<file path="src/rtl/vga_draw_sched_if.sv">
// Bundled control, engine and VGA write-port signals of the drawing scheduler.
// The slave modport is the scheduler; the master modport is the top level driving it.
interface vga_draw_sched_if #(
  parameter int NUM_REQ = 4
);
  // Handshakes: start is a level request answered by done, and done holds until start drops.
  // req_start[i] stays high until the engine raises req_done[i].
  // req_done[i] must then fall before the next job can be scanned.
  logic                   start;
  logic [NUM_REQ-1:0]     job_en;
  logic                   done;
  logic [NUM_REQ-1:0]     req_start;
  logic [NUM_REQ-1:0]     req_done;
  logic [NUM_REQ*8-1:0]   req_x;
  logic [NUM_REQ*7-1:0]   req_y;
  logic [NUM_REQ*3-1:0]   req_colour;
  logic [NUM_REQ-1:0]     req_plot;
  logic [7:0]             vga_x;
  logic [6:0]             vga_y;
  logic [2:0]             vga_colour;
  logic                   vga_plot;
  logic [2:0]             active_job;
  logic [15:0]            plot_count;
  logic [2:0]             state_dbg;

  modport master (
    output start, job_en, req_done, req_x, req_y, req_colour, req_plot,
    input  done, req_start, vga_x, vga_y, vga_colour, vga_plot,
           active_job, plot_count, state_dbg
  );

  modport slave (
    input  start, job_en, req_done, req_x, req_y, req_colour, req_plot,
    output done, req_start, vga_x, vga_y, vga_colour, vga_plot,
           active_job, plot_count, state_dbg
  );
endinterface

</file>
<file path="src/rtl/vga_draw_sched.sv">
// Runs the enabled drawing engines one after another and muxes the active engine onto the VGA port.
// Define VGA_DRAW_SCHED_CLIP_EN to drop pixels outside the 160x120 screen.
module vga_draw_sched #(
  parameter int NUM_REQ = 4
) (
  input  logic             clk,
  input  logic             rst,
  vga_draw_sched_if.slave  bus
);
  localparam int IW = (NUM_REQ > 2) ? $clog2(NUM_REQ) : 1;

  localparam logic [2:0] S_IDLE    = 3'd0;
  localparam logic [2:0] S_SCAN    = 3'd1;
  localparam logic [2:0] S_LAUNCH  = 3'd2;
  localparam logic [2:0] S_WAIT    = 3'd3;
  localparam logic [2:0] S_RELEASE = 3'd4;
  localparam logic [2:0] S_FINISH  = 3'd5;

  logic [2:0]          state;
  logic [IW-1:0]       idx;
  logic [NUM_REQ-1:0]  job_en_q;
  logic                done_q;
  logic [7:0]          vga_x_q;
  logic [6:0]          vga_y_q;
  logic [2:0]          vga_colour_q;
  logic                vga_plot_q;
  logic [15:0]         plot_count_q;

  logic                cur_en;
  logic                cur_done;
  logic                cur_plot;
  logic [7:0]          sel_x;
  logic [6:0]          sel_y;
  logic [2:0]          sel_colour;
  logic [NUM_REQ-1:0]  req_start_c;
  logic                launched;
  logic                last_idx;
  logic                on_screen;
  logic                fwd;

  assign launched = (state == S_LAUNCH) || (state == S_WAIT);
  assign last_idx = (idx == IW'(NUM_REQ - 1));

  // Everything from non-active engines is masked here, so stray done/plot strobes never leak.
  always_comb begin
    cur_en      = 1'b0;
    cur_done    = 1'b0;
    cur_plot    = 1'b0;
    sel_x       = 8'd0;
    sel_y       = 7'd0;
    sel_colour  = 3'd0;
    req_start_c = '0;
    for (int i = 0; i < NUM_REQ; i++) begin
      if (idx == IW'(i)) begin
        cur_en         = job_en_q[i];
        cur_done       = bus.req_done[i];
        cur_plot       = bus.req_plot[i];
        sel_x          = bus.req_x[i*8 +: 8];
        sel_y          = bus.req_y[i*7 +: 7];
        sel_colour     = bus.req_colour[i*3 +: 3];
        req_start_c[i] = launched;
      end
    end
  end

`ifdef VGA_DRAW_SCHED_CLIP_EN
  assign on_screen = (sel_x < 8'd160) && (sel_y < 7'd120);
`else
  assign on_screen = 1'b1;
`endif

  assign fwd = launched && cur_plot && on_screen;

  always_ff @(posedge clk) begin
    if (rst) begin
      state    <= S_IDLE;
      idx      <= '0;
      job_en_q <= '0;
      done_q   <= 1'b0;
    end else begin
      done_q <= (state == S_FINISH);
      case (state)
        S_IDLE: begin
          if (bus.start) begin
            job_en_q <= bus.job_en;
            idx      <= '0;
            state    <= S_SCAN;
          end
        end
        S_SCAN: begin
          if (cur_en)        state <= S_LAUNCH;
          else if (last_idx) state <= S_FINISH;
          else               idx   <= idx + 1'b1;
        end
        S_LAUNCH: state <= S_WAIT;
        S_WAIT: begin
          if (cur_done) state <= S_RELEASE;
        end
        // The engine must drop done before the next job, so a held done is never mistaken for completion.
        S_RELEASE: begin
          if (!cur_done) begin
            if (last_idx) begin
              state <= S_FINISH;
            end else begin
              idx   <= idx + 1'b1;
              state <= S_SCAN;
            end
          end
        end
        S_FINISH: begin
          if (!bus.start) state <= S_IDLE;
        end
        default: state <= S_IDLE;
      endcase
    end
  end

  always_ff @(posedge clk) begin
    if (rst) begin
      vga_x_q      <= 8'd0;
      vga_y_q      <= 7'd0;
      vga_colour_q <= 3'd0;
      vga_plot_q   <= 1'b0;
      plot_count_q <= 16'd0;
    end else begin
      vga_plot_q <= fwd;
      if (launched && cur_plot) begin
        vga_x_q      <= sel_x;
        vga_y_q      <= sel_y;
        vga_colour_q <= sel_colour;
      end
      if (state == S_IDLE && bus.start)
        plot_count_q <= 16'd0;
      else if (fwd && plot_count_q != 16'hFFFF)
        plot_count_q <= plot_count_q + 16'd1;
    end
  end

  assign bus.done       = done_q;
  assign bus.req_start  = req_start_c;
  assign bus.vga_x      = vga_x_q;
  assign bus.vga_y      = vga_y_q;
  assign bus.vga_colour = vga_colour_q;
  assign bus.vga_plot   = vga_plot_q;
  assign bus.plot_count = plot_count_q;
  assign bus.state_dbg  = state;
  assign bus.active_job = (launched || state == S_RELEASE) ? 3'(idx) : 3'd0;
endmodule

</file>
<file path="src/flat_wrapper.sv">
// flat-port wrapper written by rule: the top's interface ports become plain ports
module vga_draw_sched_flat 
#(
  parameter int NUM_REQ = 4
)
  (clk, rst, bus_start, bus_job_en, bus_req_done, bus_req_x, bus_req_y, bus_req_colour, bus_req_plot, bus_done, bus_req_start, bus_vga_x, bus_vga_y, bus_vga_colour, bus_vga_plot, bus_active_job, bus_plot_count, bus_state_dbg);
  vga_draw_sched_if #(.NUM_REQ(NUM_REQ)) bus_i ();
  input  logic clk;
  input  logic rst;
  input wire logic [$bits(bus_i.start)-1:0] bus_start;
  input wire logic [$bits(bus_i.job_en)-1:0] bus_job_en;
  input wire logic [$bits(bus_i.req_done)-1:0] bus_req_done;
  input wire logic [$bits(bus_i.req_x)-1:0] bus_req_x;
  input wire logic [$bits(bus_i.req_y)-1:0] bus_req_y;
  input wire logic [$bits(bus_i.req_colour)-1:0] bus_req_colour;
  input wire logic [$bits(bus_i.req_plot)-1:0] bus_req_plot;
  output wire logic [$bits(bus_i.done)-1:0] bus_done;
  output wire logic [$bits(bus_i.req_start)-1:0] bus_req_start;
  output wire logic [$bits(bus_i.vga_x)-1:0] bus_vga_x;
  output wire logic [$bits(bus_i.vga_y)-1:0] bus_vga_y;
  output wire logic [$bits(bus_i.vga_colour)-1:0] bus_vga_colour;
  output wire logic [$bits(bus_i.vga_plot)-1:0] bus_vga_plot;
  output wire logic [$bits(bus_i.active_job)-1:0] bus_active_job;
  output wire logic [$bits(bus_i.plot_count)-1:0] bus_plot_count;
  output wire logic [$bits(bus_i.state_dbg)-1:0] bus_state_dbg;
  assign bus_i.start = bus_start;
  assign bus_i.job_en = bus_job_en;
  assign bus_i.req_done = bus_req_done;
  assign bus_i.req_x = bus_req_x;
  assign bus_i.req_y = bus_req_y;
  assign bus_i.req_colour = bus_req_colour;
  assign bus_i.req_plot = bus_req_plot;
  assign bus_done = bus_i.done;
  assign bus_req_start = bus_i.req_start;
  assign bus_vga_x = bus_i.vga_x;
  assign bus_vga_y = bus_i.vga_y;
  assign bus_vga_colour = bus_i.vga_colour;
  assign bus_vga_plot = bus_i.vga_plot;
  assign bus_active_job = bus_i.active_job;
  assign bus_plot_count = bus_i.plot_count;
  assign bus_state_dbg = bus_i.state_dbg;
  vga_draw_sched #(.NUM_REQ(NUM_REQ)) u_core (.clk(clk), .rst(rst), .bus(bus_i));
endmodule
</file>
<file path="config.mk">
export PLATFORM = sky130hd
export DESIGN_NAME = vga_draw_sched_flat
export DESIGN_NICKNAME = d
export VERILOG_FILES = /design/src/rtl/vga_draw_sched_if.sv /design/src/rtl/vga_draw_sched.sv /design/src/flat_wrapper.sv
export SDC_FILE = /design/constraint.sdc
export NUM_CORES = 1
export LEC_CHECK = 0
export BUFFER_PORTS_ARGS = -buffer_cell sky130_fd_sc_hd__buf_2
export CAP_MARGIN = 0
export CORE_ASPECT_RATIO = 0.9
export CORE_MARGIN = 10
export CORE_UTILIZATION = 40
export DETAILED_ROUTE_END_ITERATION = 10
export PLACE_DENSITY = 0.71
export SYNTH_ARGS = -nofsm -noshare
export SYNTH_HDL_FRONTEND = slang
export SYNTH_SLANG_ARGS = --single-unit
</file>
<file path="constraint.sdc">
create_clock -name clk -period 6.46 [get_ports clk]
set_input_delay 0 -clock clk [delete_from_list [all_inputs] [get_ports clk]]
set_output_delay 0 -clock clk [all_outputs]
set_load 0.02 [all_outputs]
</file>
==> summary.txt, run 1 <==
Clock tree
  • Root Buffer: clkbuf_8
  • Insertion delay to the later sink of the worst-skew pair: about 0.30 ns
  • Clk sink count: 45
  • Clock slew at reported path FFs: ~0.090 ns
  • Num CTS Buffers: 5
  • Max Buffers Root-to-Sink: 2
  • TritonCTS clock tree: yes
  • H-Tree Depth: 2
  • CTS resizes: 0

Yosys
  • EDFF count, synth: 0
  • Yosys cell types: 58
  • Mean Syn Cell Area: between 7 and 8 µm²
  • Fraction of registers with async set/reset: 0
  • YS warnings: 0
  • Post-Syn Instances: 349
  • #FFs+latches synth: 45
  • Seq/Total Area, Yosys: 0.324
  • Mapped Area: around 2800 µm²
  • Syn nets: 441
  • Dominant synthesized flop cell: dfxtp_1

Floorplanning
  • Die width: 108 µm
  • Core box area: about 6700 µm²
  • Row cnt: 28
  • Initial core utilization: 0.418
  • Chip height: 99.1 µm
  • Die area: 10700 µm²
  • Top-level port count: approximately 130

Final layout
  • Share of layout cells above drive strength 1: 0.328
  • # fillers: between 600 and 700
  • Storage element area: 901 µm²
  • Antenna cells: 0
  • Final net count: 554
  • Area occupied by multi-input gates: 1690 µm²
  • Final Instance Count excl. Fillers: 553
  • Final Cell Area: 3550 µm²
  • Layout area overhead: 27.8%

Route
  • Initial DRC count: between 150 and 200
  • Pre-antenna DRT Iters: 4
  • DR DRC count: 0
  • Via count: 3142
  • Routed vias/inst: 5.68
  • WL final: 9.53 mm
  • Met1 Wirelength: 3.96 mm
  • Number of nets still failing antenna checks after routing: 0
  • WL per Instance: 17.2 µm
  • Met3 wire length: 986 µm
  • Top Layer Used: met4
  • DR WL met2: 4.39 mm

STA
  • Final setup vio count: 0
  • Worst-Margin Slew: about 1.2 ns
  • Worst Skew: roughly 0.0083 ns
  • Slew Limit Fails: 0
  • Fin crit period: 3.30 ns
  • Worst rel slew slack: 0.218
  • Fmax: 303 MHz
  • Setup ws final: between 3 and 4 ns
  • Final Cycle Share: 0.511
  • Final Hold Viols: 0
  • Final setup TNS: 0 ns
  • RSZ-0062 raised after global routing: no

Critical path
  • Startpoint types: flop
  • CP arrival: 3.44 ns
  • Worst-path maximum fanout: 25
  • Setup crit end kind: flop
  • WS Path Type: flop to flop
  • CP required: 6.60 ns

Global route
  • Total track usage: 0.176
  • Antenna violations before repair: 0
  • Number of global-route vias before repair: about 3200
  • First-pass GRT wire length: 15.7 mm
  • Gr ovfl total: 0
  • Largest net degree at the start of global routing: 38

Pwr
  • Power Density: 275 nW/µm²
  • Pwr Total: 977 µW
  • Lkg Pwr: approximately 0.0015 µW
  • Max IR drop VDD: 0.135 mV

Outcome
  • Status: finished, final reports clean

Placed design
  • GP Congestion: 0.917
  • IO Port Bufs: around 130
  • Hpwl dp: 7.31 mm
  • Cells after DPL: 541
  • Pre-CTS WS: slightly above 3 ns
  • Placed cell areas: 3400 µm²

Flow run
  • Maxcap violations: 0

Min path
  • Worst min path class: primary input to flop
[worst max-delay path: stages (launching register included)]
cell and delay (ns):
dfxtp_1 0.34, inv_1 0.13, ha_1 0.75, inv_1 0.56, o311a_4 0.53, and2_1 0.43
a41oi_1 0.34, a211oi_1 0.07
[report_power, final]
part,internal (µW),switching [µW],leakage [µW]
sequential,299,29.4,0.000364
combinational,176,252,0.00109
clock,126,94.5,0.0000585
total,601,376,0.00151
[layout make-up]
class / instances / area share
clock buffers: 7 / 0.0243
clock inverters: 1 / 0.00845
inverters: 7 / 0.00739
multi-input cells: 266 / 0.475
flip-flops and latches: 45 / 0.254
well taps: 90 / 0.0317
repair buffers: 137 / 0.200
[what timing repair did]
action                                  CTS  global route
endpoints found under the setup margin    0             0
hold endpoints to repair                  4             0
hold buffers                              4             0
setup buffers                             0             0
[sequential cells by signal, summed over array words and instances (netlist names)]
| name | cells |
|---|---|
| u_core.bus.plot_count | 16 |
| u_core.bus.vga_x | 8 |
| u_core.bus.vga_y | 7 |
| u_core.job_en_q | 4 |
| u_core.bus.state_dbg | 3 |
| u_core.bus.vga_colour | 3 |
| u_core.idx | 2 |
| u_core.bus.done | 1 |
| u_core.bus.vga_plot | 1 |
[cell families after synthesis]
group                    count (synthesis)  synth area share
AND/OR/NAND/NOR                        162             0.312
adder cells (fa/ha/maj)                  5            0.0225
XOR/XNOR                                 1           0.00315
AO/OA/AOI/OAI                           90             0.242
flip-flops                              45             0.324
multiplexers                             7            0.0252
other                                    1           0.00135
buffers and inverters                   38            0.0693
[through the flow]
step | util | hold WS, ns
5_1_grt | 0.534 | 0.0353
2_1_floorplan | - | 0.147
4_1_cts | 0.534 | 0.0219
3_5_place_dp | 0.510 | 0.246
3_3_place_gp | 0.510 | 0.237
6_report | 0.534 | 0.0297
[placed cells by master (no fill, tap or decap), drive strengths merged, types with 2 or more instances in the layout]
cell / netlist / final
a211oi: 20 / 20
a21oi: 18 / 18
a221oi: 18 / 18
a31oi: 3 / 3
and2: 7 / 7
and3: 2 / 2
and4: 3 / 3
buf: 17 / 133
clkbuf: 14 / 7
dfxtp: 45 / 45
dlygate4sd3: 0 / 4
ha: 5 / 5
inv: 7 / 7
mux2i: 7 / 7
nand2: 15 / 15
nand2b: 7 / 7
nand3: 6 / 6
nand4: 4 / 4
nor2: 52 / 52
nor2b: 2 / 2
nor3: 42 / 42
nor4b: 2 / 2
o21ai: 6 / 6
o221ai: 2 / 2
o31ai: 10 / 10
or2: 2 / 2
or3: 3 / 3
or4: 10 / 10
[final timing paths]
path | start | endpoint | slack (ns) | depth (start not counted)
max | u_core.idx[0] | u_core.bus.plot_count[14] | 3.16 | 7
min | bus_req_y[26] | u_core.bus.vga_y[5] | 0.03 | 3
max reg2reg | u_core.idx[0] | u_core.bus.plot_count[14] | 3.16 | 7
min reg2reg | u_core.bus.vga_x[1] | u_core.bus.vga_x[1] | 0.49 | 2
[synth_stat cells, types with 5 or more instances]
cell       n  area share
a211oi_1  20       0.054
a21oi_1   17       0.031
a221oi_1  18       0.057
and2_1     7       0.016
buf_2      7       0.013
buf_4      5       0.014
clkbuf_1  14       0.019
dfxtp_1   45        0.32
ha_1       5       0.023
inv_1      7      0.0095
mux2i_1    7       0.025
nand2_1   14       0.019
nand2b_1   7       0.016
nand3_1    5      0.0090
nor2_1    52       0.070
nor3_1    40       0.072
o31ai_1   10       0.027
or4_1      9       0.024
[metal layers]
layer | global-route usage | up-vias
met3 | 0.0658 | 19
met4 | 0.0606 | 0
met5 | 0 | -
met2 | 0.282 | 151
met1 | 0.212 | 1441
li1 | - | 1531
No activity file was read; power rests on OpenSTA's default activity.
==> run 2: changes to the inputs <==
Settings changed: PLACE_DENSITY 0.71 to 0.73.
Clock period 6.46 ns to 2.95 ns, I/O delays scaled along.
==> summary.txt, run 2 (synthesized netlist as in run 1, its figures left out) <==
Global route
  • Gr ovfl total: 0 (unchanged)
  • Antenna violations before repair: 0 (unchanged)
  • Number of global-route vias before repair: 3026 (-5.9%)
  • Total track usage: 0.165 (-0.0116)
  • First-pass GRT wire length: 14.6 mm (-7.0%)
  • Largest net degree at the start of global routing: 47 (+24%)

Route
  • WL per Instance: 16.6 µm (-3.6%)
  • Number of nets still failing antenna checks after routing: 0 (unchanged)
  • Initial DRC count: 179 (-2.7%)
  • Pre-antenna DRT Iters: 4 (unchanged)
  • Via count: 3109 (-1.1%)
  • WL final: 9.33 mm (-2.2%)
  • DR DRC count: 0 (unchanged)
  • Routed vias/inst: 5.54 (-2.5%)

Final layout
  • Max reg flops: 16 (unchanged)
  • Most common cell after layout, fill and taps aside: buf_2
  • Share of layout cells above drive strength 1: 0.340 (+0.0121)
  • Layout area overhead: 29.7%
  • Final core utilization: 0.542 (+0.00789)
  • Final net count: 561 (+1.3%)
  • Most frequent cells in the layout: buf_2, nor2_1, dfxtp_1

STA
  • Worst-Margin Slew: 0.926 ns (-0.242 ns)
  • Final Cycle Share: 0.865 (+0.354)
  • Final Hold Viols: 0 (unchanged)
  • RSZ-0062 raised after global routing: no
  • Hold Slack: 0.0131 ns (-0.0166 ns)
  • Fin crit period: 2.55 ns (-0.750 ns)
  • Final setup vio count: 0 (unchanged)
  • Worst Skew: 0.00410 ns (-0.00416 ns)
  • Final setup TNS: 0 ns (unchanged)
  • Fmax: 392 MHz (+29%)
  • Worst rel slew slack: 0.383 (+0.165)
  • Slew Limit Fails: 0 (unchanged)

Floorplanning
  • Row cnt: 28 (unchanged)
  • Core box area: 6660 µm² (unchanged)
  • Die area: 10700 µm² (unchanged)
  • Chip height: 99.1 µm (unchanged)
  • Initial core utilization: 0.418 (unchanged)
  • Die width: 108 µm (unchanged)
  • Top-level port count: 133 (unchanged)

Clock tree
  • Clock slew at reported path FFs: 0.09 ns (about the same)
  • Clk sink count: 45 (unchanged)
  • H-Tree Depth: 2 (unchanged)
  • Insertion delay to the later sink of the worst-skew pair: 0.30 ns (about the same)
  • Root Buffer: clkbuf_8
  • Num CTS Buffers: 5 (unchanged)
  • Post-CTS setup buffer count: 0 (unchanged)
  • TritonCTS clock tree: yes
  • Max Buffers Root-to-Sink: 2 (unchanged)

Critical path
  • Setup crit end kind: flop
  • CP bufs+invs: 2 (unchanged)
  • WS Path Type: flop to flop
  • Crit path largest cell delay: 0.76 ns (about the same)
  • Crit path max-delay family: simple AND/OR/NAND/NOR gates
  • CP arrival: 2.77 ns (-0.67 ns)
  • Cells along the critical path: inv_1 > ha_1 > buf_4 > a221o_2 > and2_1 > a41oi_1 > a211oi_1
  • Startpoint types: flop
  • Worst-path maximum fanout: 25 (unchanged)
  • Slowest cell on crit path: and2_1
  • CP required: 3.17 ns (-3.43 ns)

Min path
  • Worst min path class: primary input to flop

Placed design
  • IO Port Bufs: 131 (unchanged)
  • Hpwl dp: 7.16 mm (-2.0%)
  • GP Congestion: 0.848 (-7.5%)

Pwr
  • Lkg Pwr: 0.00154 µW (+2.0%)
  • Power Density: 599 nW/µm² (+120%)
  • Pwr Total: 2160 µW (+120%)
  • Max IR drop VDD: 0.305 mV (+120%)

Outcome
  • Status: finished, final reports clean

Flow run
  • Maxcap violations: 0 (unchanged)
run 2: metal layers:
metal  track usage  vias up  wire, µm
met1         0.185     1412      3850
li1              -     1550         -
met3        0.0787        8      1080
met4        0.0421        0        77
met5             0        -         0
met2         0.274      139      4320
run 2: per-stage QoR:
stage | instances | setup WS (ns) | cell area [µm²]
2_1_floorplan | 349 | 0.897 | 2780
3_3_place_gp | 548 | 0.577 | 3450
3_5_place_dp | 548 | 0.436 | 3450
4_1_cts | 560 | 0.430 | 3600
5_1_grt | 560 | 0.215 | 3600
6_report | 561 | 0.398 | 3610
run 2: final timing paths:
| path | from | end | slack [ns] | cells past startpoint |
|---|---|---|---|---|
| max | u_core.idx[1] | u_core.bus.plot_count[14] | 0.40 | 7 |
| min | bus_req_y[26] | u_core.bus.vga_y[5] | 0.01 | 3 |
| max reg2reg | u_core.idx[1] | u_core.bus.plot_count[14] | 0.40 | 7 |
| min reg2reg | u_core.bus.vga_y[3] | u_core.bus.vga_y[3] | 0.49 | 2 |
run 2: timing repair:
item	in CTS	in global routing
gates resized for setup	0	0
hold buffers	4	0
endpoints found under the hold margin	4	0
run 2: tightest hold or removal path, cell delays in order:
cell and delay (ns):
buf_2 0.07, a211oi_1 0.05, nor3_1 0.14
run 2: area by class of cell:
class                           instances  area (µm²)
Clock inverter                          2        38.8
Clock buffer                            6        72.6
Multi-Input combinational cell        266        1690
Antenna cell                            1        2.50
Sequential cell                        45         901
Tap cell                               90         113
Inverter                                7        26.3
Fill cell                             671        3050
Timing Repair Buffer                  144         763
run 2: power by group:
part,switching (µW),internal [µW]
Clock,218,255
Combinational,574,402
Sequential,55.2,655
==> run 3: changes to the inputs <==
Settings changed: GPL_TIMING_DRIVEN set to 0.
==> summary.txt, run 3 (synthesized netlist as in run 1, its figures left out) <==
Critical path
  • CP required: 3.18 ns (about the same)
  • Worst reg-to-reg setup slack: 0.51 ns (+0.11 ns)
  • CP arrival: 2.67 ns (-0.10 ns)
  • Worst r2r dst: u_core.bus.vga_x[3]
  • Worst R2R Path Depth: 9 (+2)
  • Startpoint types: flop
  • Reg-to-reg startpoint: u_core.idx[0]
  • Worst-path maximum fanout: 10 (-60%)
  • WS Path Type: flop to flop
  • Setup crit end kind: flop

Clock tree
  • CTS resizes: 0 (unchanged)
  • Insertion delay to the later sink of the worst-skew pair: 0.31 ns (about the same)
  • H-Tree Depth: 2 (unchanged)
  • Clk sink count: 45 (unchanged)
  • Max Buffers Root-to-Sink: 2 (unchanged)
  • Num CTS Buffers: 5 (unchanged)
  • Root Buffer: clkbuf_8
  • Clock slew at reported path FFs: 0.09 ns (about the same)
  • TritonCTS clock tree: yes

Placed design
  • Pre-CTS WS: 0.523 ns (+0.0874 ns)
  • IO Port Bufs: 131 (unchanged)
  • GP Congestion: 0.849 (+0.17%)
  • Hpwl dp: 8.20 mm (+15%)

STA
  • Final Cycle Share: 0.828 (-0.0371)
  • Worst-Margin Slew: 0.576 ns (-0.349 ns)
  • Final setup TNS: 0 ns (unchanged)
  • Final Hold Viols: 0 (unchanged)
  • Final setup vio count: 0 (unchanged)
  • Slew Limit Fails: 0 (unchanged)
  • RSZ-0062 raised after global routing: no
  • Setup ws final: 0.508 ns (+0.109 ns)
  • Fmax: 409 MHz (+4.5%)
  • Worst rel slew slack: 0.616 (+0.233)
  • Worst Skew: 0.00588 ns (+0.00178 ns)
  • Fin crit period: 2.44 ns (-0.109 ns)

Global route
  • Number of global-route vias before repair: 3392 (+12%)
  • Antenna violations before repair: 0 (unchanged)
  • Largest net degree at the start of global routing: 15 (-68%)
  • Total track usage: 0.185 (+0.0199)
  • First-pass GRT wire length: 16.3 mm (+12%)
  • Gr ovfl total: 0 (unchanged)

Floorplanning
  • Top-level port count: 133 (unchanged)
  • Core box area: 6660 µm² (unchanged)
  • Chip height: 99.1 µm (unchanged)
  • Die area: 10700 µm² (unchanged)
  • Initial core utilization: 0.418 (unchanged)
  • Row cnt: 28 (unchanged)
  • Die width: 108 µm (unchanged)

Flow run
  • Maxcap violations: 0 (unchanged)

Final layout
  • Storage element area: 901 µm² (unchanged)
  • Area occupied by multi-input gates: 1690 µm² (-0.15%)
  • # fillers: 669 (-0.30%)
  • Layout area overhead: 33.4%
  • Most common cell after layout, fill and taps aside: buf_2
  • Share of layout cells above drive strength 1: 0.337 (-0.00303)
  • Final net count: 583 (+3.9%)
  • Antenna cells: 0 (-1)
  • Max reg flops: 16 (unchanged)
  • Most frequent cells in the layout: buf_2, nor2_1, dfxtp_1

Route
  • WL final: 10.3 mm (+10%)
  • Number of nets still failing antenna checks after routing: 0 (unchanged)
  • Via count: 3317 (+6.7%)
  • WL per Instance: 17.7 µm (+6.4%)
  • Pre-antenna DRT Iters: 5 (+1)
  • DR DRC count: 0 (unchanged)
  • Routed vias/inst: 5.70 (+2.8%)
  • Initial DRC count: 214 (+20%)

Min path
  • Worst min path class: primary input to flop
  • Hold Startpoint: bus_req_x[25]
  • Hold depth: 3 (unchanged)
  • Hold endpoint: u_core.bus.vga_x[1]

Pwr
  • Power Density: 601 nW/µm² (+0.36%)
  • Lkg Pwr: 0.00159 µW (+3.6%)
  • Max IR drop VDD: 0.458 mV (+50%)

Outcome
  • Status: finished, final reports clean
==> run 3: cell types whose count changed in the layout (fill, tap and decap cells not counted), sizes merged <==
cell / delta
clkbuf: +14
diode: -1
buf: +8
clkinvlp: +1
clkinv: -1
==> run 3: cell type report <==
cell class                      instances  share of cell area
Clock inverter                          2              0.0101
Clock buffer                            6              0.0223
Tap cell                               90              0.0304
Sequential cell                        45               0.243
Multi-Input combinational cell        266               0.455
Buffer                                 31              0.0449
Timing Repair Buffer                  135               0.188
Inverter                                7             0.00709
==> run 3: report_power, final <==
| part | switching (µW) | internal (µW) |
|---|---|---|
| Sequential | 36.3 | 655 |
| Combinational | 624 | 420 |
| Clock | 217 | 275 |
| Total | 877 | 1350 |
==> run 3: what timing repair did <==
action | CTS | global route
hold buffers | 4 | 0
hold endpoints to repair | 4 | 0
setup buffers | 0 | 0
endpoints found under the setup margin | 0 | 0
==> run 3: worst max-delay path, stage by stage (launching register included) <==
cell      delay (ns)
dfxtp_1         0.39
inv_1           0.11
ha_1            0.30
inv_1           0.11
clkbuf_1        0.45
clkbuf_1        0.41
nor2_1          0.10
nor3_1          0.22
a211oi_1        0.07
nor3_1          0.20
==> run 3: through the flow <==
stage | cell area [µm²] | total power (µW) | cells | hold WS [ns] | util
detailed placement | 3550 | 1730 | 570 | 0.249 | 0.533
global placement | 3550 | 1700 | 570 | 0.235 | 0.533
floorplan | 2780 | 1440 | 349 | 0.147 | -
CTS | 3710 | 2220 | 582 | 0.0160 | 0.557
finish | 3710 | 2230 | 582 | 0.0137 | 0.557
global route | 3710 | 2360 | 582 | 0.0246 | 0.557
==> run 3: worst max path at each step <==
stage	from	end	slack (ns)	cells past startpoint
2_1_floorplan	u_core.idx[0]	u_core.bus.vga_x[2]	0.90	10
3_3_place_gp	u_core.idx[0]	u_core.bus.vga_x[7]	0.61	9
3_5_place_dp	u_core.idx[0]	u_core.bus.vga_x[3]	0.52	9
4_1_cts	u_core.idx[0]	u_core.bus.vga_x[3]	0.52	9
5_1_grt	u_core.idx[0]	u_core.bus.vga_x[3]	0.28	9
6_report	u_core.idx[0]	u_core.bus.vga_x[3]	0.51	9
==> run 3: layer usage <==
metal	part of all wire	routed length (µm)	vias to the layer above	track usage
met4	0.027	282	0	0.0729
li1	-	-	1589	-
met1	0.40	4070	1517	0.206
met2	0.46	4730	181	0.308
met3	0.12	1210	30	0.0735
met5	0	0	-	0
